**src/rtl/regfile_scoreboard_pkg.sv**
```systemverilog
// Shared constants and counter-op encoding for the register file / pending-write scoreboard.
package regfile_scoreboard_pkg;

  localparam int REG_ADDR_SIZE   = 4;
  localparam int REG_DATA_SIZE   = 31;
  localparam int DEF_PEND_BITS   = 2;
  localparam int DEF_NREGS       = 32;

  typedef enum logic [1:0] {
    CTR_HOLD,
    CTR_INC,
    CTR_DEC,
    CTR_CLR
  } ctr_op_e;

  // Flush dominates; a simultaneous issue and commit cancel out.
  function automatic ctr_op_e ctrOp(input logic clr, input logic inc, input logic dec);
    if (clr)             return CTR_CLR;
    else if (inc && !dec) return CTR_INC;
    else if (dec && !inc) return CTR_DEC;
    else                 return CTR_HOLD;
  endfunction

endpackage

```
**src/rtl/regfile_pend_ctr.sv**
```systemverilog
// Per-register pending-writer counter: saturating up/down with synchronous clear.
module regfile_pend_ctr
  import regfile_scoreboard_pkg::*;
#(
  parameter int W = DEF_PEND_BITS
) (
  input  logic         i_clk,
  input  logic         i_rst_n,
  input  logic         i_inc,
  input  logic         i_dec,
  input  logic         i_clr,
  output logic [W-1:0] o_cnt,
  output logic         o_max,
  output logic         o_zero
);

  localparam logic [W-1:0] MAX = '1;

  logic [W-1:0] r_cnt;
  logic         w_dec;
  logic         w_inc;

  // A commit with nothing pending must not underflow; an issue at MAX only lands if a commit frees a slot.
  assign w_dec = i_dec && (r_cnt != '0);
  assign w_inc = i_inc && ((r_cnt != MAX) || w_dec);

  always_ff @(posedge i_clk or negedge i_rst_n) begin
    if (!i_rst_n) begin
      r_cnt <= '0;
    end else begin
      case (ctrOp(i_clr, w_inc, w_dec))
        CTR_CLR:  r_cnt <= '0;
        CTR_INC:  r_cnt <= r_cnt + W'(1);
        CTR_DEC:  r_cnt <= r_cnt - W'(1);
        default:  r_cnt <= r_cnt;
      endcase
    end
  end

  assign o_cnt  = r_cnt;
  assign o_max  = (r_cnt == MAX);
  assign o_zero = (r_cnt == '0);

endmodule

```
**src/rtl/regfile_scoreboard.sv**
```systemverilog
// Integer register file with write-through read ports and a per-register pending-writer scoreboard.
module regfile_scoreboard
  import regfile_scoreboard_pkg::*;
#(
  parameter int XLEN      = REG_DATA_SIZE + 1,
  parameter int NREGS     = DEF_NREGS,
  parameter int PEND_BITS = DEF_PEND_BITS,
  localparam int AW       = $clog2(NREGS)
) (
  input  logic            i_clk,
  input  logic            i_rst_n,
  input  logic [AW-1:0]   i_rs1_addr,
  output logic [XLEN-1:0] o_rs1_data,
  output logic            o_rs1_busy,
  input  logic [AW-1:0]   i_rs2_addr,
  output logic [XLEN-1:0] o_rs2_data,
  output logic            o_rs2_busy,
  input  logic            i_issue_valid,
  input  logic [AW-1:0]   i_issue_rd,
  output logic            o_issue_ready,
  input  logic            i_wr_enable,
  input  logic [AW-1:0]   i_wr_addr,
  input  logic [XLEN-1:0] i_wr_data,
  input  logic            i_flush
);

  logic [XLEN-1:0]      r_regs [1:NREGS-1];
  logic [PEND_BITS-1:0] w_cnt  [NREGS];
  logic [NREGS-1:0]     w_max;
  logic [NREGS-1:0]     w_zero;
  logic                 w_issueFire;
  logic                 w_rs1Dec;
  logic                 w_rs2Dec;

  always_ff @(posedge i_clk or negedge i_rst_n) begin
    if (!i_rst_n) begin
      for (int i = 1; i < NREGS; i++) r_regs[i] <= '0;
    end else if (i_wr_enable && (i_wr_addr != '0)) begin
      r_regs[i_wr_addr] <= i_wr_data;
    end
  end

  assign w_cnt[0]  = '0;
  assign w_max[0]  = 1'b0;
  assign w_zero[0] = 1'b1;

  assign o_issue_ready = !((i_issue_rd != '0) && w_max[i_issue_rd] &&
                           !(i_wr_enable && (i_wr_addr == i_issue_rd)));
  assign w_issueFire   = i_issue_valid && o_issue_ready;

  for (genvar r = 1; r < NREGS; r++) begin : g_ctr
    regfile_pend_ctr #(.W(PEND_BITS)) u_ctr (
      .i_clk  (i_clk),
      .i_rst_n(i_rst_n),
      .i_inc  (w_issueFire && (i_issue_rd == AW'(r))),
      .i_dec  (i_wr_enable && (i_wr_addr == AW'(r))),
      .i_clr  (i_flush),
      .o_cnt  (w_cnt[r]),
      .o_max  (w_max[r]),
      .o_zero (w_zero[r])
    );
  end

  always_comb begin
    o_rs1_data = '0;
    if (i_rs1_addr == '0)                              o_rs1_data = '0;
    else if (i_wr_enable && (i_wr_addr == i_rs1_addr)) o_rs1_data = i_wr_data;
    else                                               o_rs1_data = r_regs[i_rs1_addr];
  end

  always_comb begin
    o_rs2_data = '0;
    if (i_rs2_addr == '0)                              o_rs2_data = '0;
    else if (i_wr_enable && (i_wr_addr == i_rs2_addr)) o_rs2_data = i_wr_data;
    else                                               o_rs2_data = r_regs[i_rs2_addr];
  end

  // A writer committing this cycle is served by the bypass, so it no longer counts as pending.
  assign w_rs1Dec   = i_wr_enable && (i_wr_addr == i_rs1_addr) && !w_zero[i_rs1_addr];
  assign w_rs2Dec   = i_wr_enable && (i_wr_addr == i_rs2_addr) && !w_zero[i_rs2_addr];
  assign o_rs1_busy = (i_rs1_addr != '0) && !w_zero[i_rs1_addr] &&
                      !(w_rs1Dec && (w_cnt[i_rs1_addr] == PEND_BITS'(1)));
  assign o_rs2_busy = (i_rs2_addr != '0) && !w_zero[i_rs2_addr] &&
                      !(w_rs2Dec && (w_cnt[i_rs2_addr] == PEND_BITS'(1)));

endmodule
```
**config.mk**
```make
export PLATFORM = sky130hd
export DESIGN_NAME = regfile_scoreboard
export DESIGN_NICKNAME = d
export VERILOG_FILES = /design/src/rtl/regfile_scoreboard_pkg.sv /design/src/rtl/regfile_pend_ctr.sv /design/src/rtl/regfile_scoreboard.sv
export SDC_FILE = /design/constraint.sdc
export NUM_CORES = 2
export LEC_CHECK = 0
export ABC_AREA = 1
export CAP_MARGIN = 20
export CORE_ASPECT_RATIO = 1.4
export CORE_MARGIN = 2
export CORE_UTILIZATION = 25
export CTS_BUF_LIST = sky130_fd_sc_hd__clkbuf_8
export DETAILED_ROUTE_END_ITERATION = 8
export SLEW_MARGIN = 15
export SYNTH_ARGS = -nofsm -noshare
export SYNTH_HDL_FRONTEND = slang
export SYNTH_HIERARCHICAL = 1
export SYNTH_SLANG_ARGS = --single-unit
```
**constraint.sdc**
```tcl
create_clock -name i_clk -period 2.84 [get_ports i_clk]
set_input_delay 0.426 -clock i_clk [delete_from_list [all_inputs] [get_ports i_clk]]
set_output_delay 0.426 -clock i_clk [all_outputs]
set_load 0.05 [all_outputs]
```
==> run summary <==
gr usage total - 0.212
sequential area share after synthesis - 0.416
clk_lat worst skew - 0.90 ns
synthesis-stage register bit count - 1,054
Die Y - 600 µm
Final Hold Vio Count - 0
CP peak stage delay - 0.38 ns
Max Clock Skew - 0.0145 ns
global placer's final weighted congestion - 0.928
Inst Count DP - 12,600
overall power - 47.3 mW
Tcrit/Tclk final - 1.03
First DRT Iteration DRCs - 7,422
Non-Filler Instances - 12,900
Placed Instance Area - 0.0729 mm²
largest net degree at the start of global routing - 83
Slew HR - 0.537
Vias/cell - 5.16
most frequent cells in the layout - nand2_1 (3,348), dfrtp_1 (1,040), o21ai_0 (883), nand3_1 (779), inv_1 (704)
num ports - 124
Final Setup Violations - 5
Synth cell types - 34
area growth from synthesis to layout - 23.3%
first-pass GRT wire length - 412,000 µm
Final Max Slew Viols - 0
H-tree level count - 4
Vias - 66,700
area of the multi-input gates - 0.0318 mm²
total wire length - 286,000 µm
Clk pin slew, worst setup/hold paths - 0.07 ns
commonest non-fill, non-tap cell in the layout - nand2_1
WP data required - 2.41 ns
wire per inst - 22.1 µm
Fmax - 341 MHz
Worst-Margin Slew - 0.692 ns
Leak - 35.9 nW
syn_nets - 9,400
CP Launch Type - flip-flop
CP dominant cell by count - nor2_2
FF-to-FF Start - g_ctr[11].u_ctr/o_cnt[1]
initial antenna violation count - 16
syn_area_per_cell - 6.83 µm²
vias in the first global route - 62,400
max-cap violations - 0
die area - 0.257 mm²
GRT Residual Overflow - 0
CTS Root Cell - clkbuf_8
R2R Setup Slk - 0.09 ns
Die X - 429 µm
DRT Pass-1 Iters - 8
Hold WC Path Type - in -> async
Critical path buffers and inverters - 2
CTS tree - built
clk buf depth - 4
Synth Cell Area - 0.0633 mm²
peak fanout along the critical path - 6
initial core utilization - 0.251
cell count after synthesis - 9,281
Setup crit end kind - output port
DRC violations left - 0
Period minus WS final - 2.93 ns
Final Cell Area - 0.0781 mm²
Reg area - 0.0264 mm²
Worst Reg-to-Reg Cells - 20
Setup TNS - -0.222 ns
NumNets Final - 9,637
detailed placer's ending HPWL - 187,000 µm
Top delay family on crit path - simple AND/OR/NAND/NOR gates
pwr dens - 606 mW/mm²
Layout fillers - 27,300
# rows - 218
crit path max-delay cell type - dfrtp_1
outcome - finished with violations
core box area - 0.252 mm²
Yosys warnings - 6
Max IR drop VDD - 0.000390 V
worst path cell trace - buf_4 -> nor2_2 -> a21oi_1 -> o21ai_1 -> nand2_1 -> nand3_2 -> nor2_2 -> nand2_2 -> nand2_4 -> buf_12
layout cell share with drive strength beyond 1 - 0.148
reg2reg end - g_ctr[21].u_ctr/o_cnt[1]
Crit Path Class - reg -> out
Clock Sinks - 1,054
setup ws final - -0.0947 ns
port buffer count - 123
failing checks - negative setup slack
RSZ-0062 raised after global routing - yes
Worst Path Arrival - 2.51 ns
CTS buffer count - 175
Antenna Nets Post-Route - 0
-- synth_stat cells --
| cell type | n | area (µm²) |
|---|---|---|
| nand2_1 | 3412 | 12800 |
| dfrtp_1 | 1054 | 26400 |
| o21ai_0 | 924 | 4620 |
| nand3_1 | 818 | 4090 |
| inv_1 | 713 | 2680 |
| a21oi_1 | 443 | 2220 |
| nor2_1 | 378 | 1420 |
| buf_2 | 341 | 1710 |
| clkbuf_1 | 258 | 968 |
| o211ai_1 | 250 | 1880 |
| o21ai_1 | 162 | 811 |
| nand4_1 | 89 | 557 |
| a31oi_1 | 85 | 532 |
| ha_1 | 62 | 776 |
| o21ai_2 | 62 | 543 |
| inv_2 | 61 | 229 |
| buf_1 | 50 | 188 |
| buf_4 | 50 | 375 |
| buf_6 | 13 | 146 |
| nor2_2 | 9 | 56.3 |
| nor3_1 | 9 | 45.0 |
| o22ai_1 | 8 | 50.1 |
| nor2_4 | 6 | 67.6 |
| a22oi_1 | 5 | 37.5 |
| nand3_2 | 4 | 40.0 |
| clkbuf_2 | 2 | 10.0 |
| clkinv_1 | 2 | 7.51 |
| nand2_2 | 2 | 12.5 |
| nor3_4 | 2 | 32.5 |
| o21a_1 | 2 | 15.0 |
| xor2_1 | 2 | 17.5 |
| inv_4 | 1 | 6.26 |
| nor2_8 | 1 | 20.0 |
| nor3_2 | 1 | 10.0 |
-- through the flow --
step	worst slack, ns	utilization	hold WS [ns]
floorplan	0.218	-	0.130
global placement	-0.326	0.289	0.417
CTS	-0.144	0.305	0.0202
finish	-0.0947	0.310	0.0646
detailed placement	-0.384	0.289	0.427
global route	-0.182	0.310	0.0750
-- power breakdown --
| part | switching (mW) | internal, mW | total (mW) |
|---|---|---|---|
| clock | 6.79 | 7.50 | 14.3 |
| sequential | 1.90 | 18.2 | 20.1 |
| combinational | 8.16 | 4.75 | 12.9 |
| total | 16.8 | 30.5 | 47.3 |
-- state kept, by name (all words and copies together), names as in the netlist --
register	cells
r_regs	992
g_ctr.u_ctr/o_cnt	62
-- timing repair --
item                                   in CTS  in global routing
endpoints found under the hold margin     457                  0
cloned                                      0                  8
setup endpoints to repair                  61                110
setup buffers                               9                 45
pin swaps                                  36                128
gates resized for setup                   131                263
hold buffers                                1                  0
-- area by class of cell --
class,count,area share
multi-input combinational,6736,0.407
inverter,777,0.0380
sequential,1054,0.338
tap,3300,0.0529
clock buffer,217,0.0382
antenna,8,0.000256
clock inverter,81,0.00692
timing repair buffer,774,0.119
-- worst max-delay path by stage --
stage               cells past startpoint  slack (ns)                startpoint                        to
global placement                       19       -0.33             i_issue_rd[0]  g_ctr[16].u_ctr/o_cnt[1]
finish                                 10       -0.09  g_ctr[23].u_ctr/o_cnt[1]                o_rs2_busy
CTS                                    12       -0.14  g_ctr[19].u_ctr/o_cnt[0]                o_rs1_busy
detailed placement                     21       -0.38             i_issue_rd[0]  g_ctr[19].u_ctr/o_cnt[1]
floorplan                              17        0.22             i_issue_rd[2]  g_ctr[12].u_ctr/o_cnt[1]
global route                           10       -0.18  g_ctr[14].u_ctr/o_cnt[1]                o_rs1_busy
-- per-layer routing --
metal  wire length [µm]  vias to the layer above  GRT usage
li1                   -                    30500          -
met1             103000                    31500      0.246
met2             132000                     3559      0.354
met3              25600                     1101     0.0356
met4              24700                       16      0.153
met5                 92                        -          0
-- cell families (layout without fill, tap and decap cells) --
logic type,Yosys count,in the layout,synth area share
and+or+nand+nor,4731,4731,0.302
xor gates and xnor gates,2,2,0.000277
adders and majority gates,62,62,0.0122
DFF,1054,1054,0.416
buffers and inverters,1491,1849,0.0997
other,0,8,0
AOI/OAI and AO/OA,1941,1941,0.169
(Power assumes the default switching activity.)
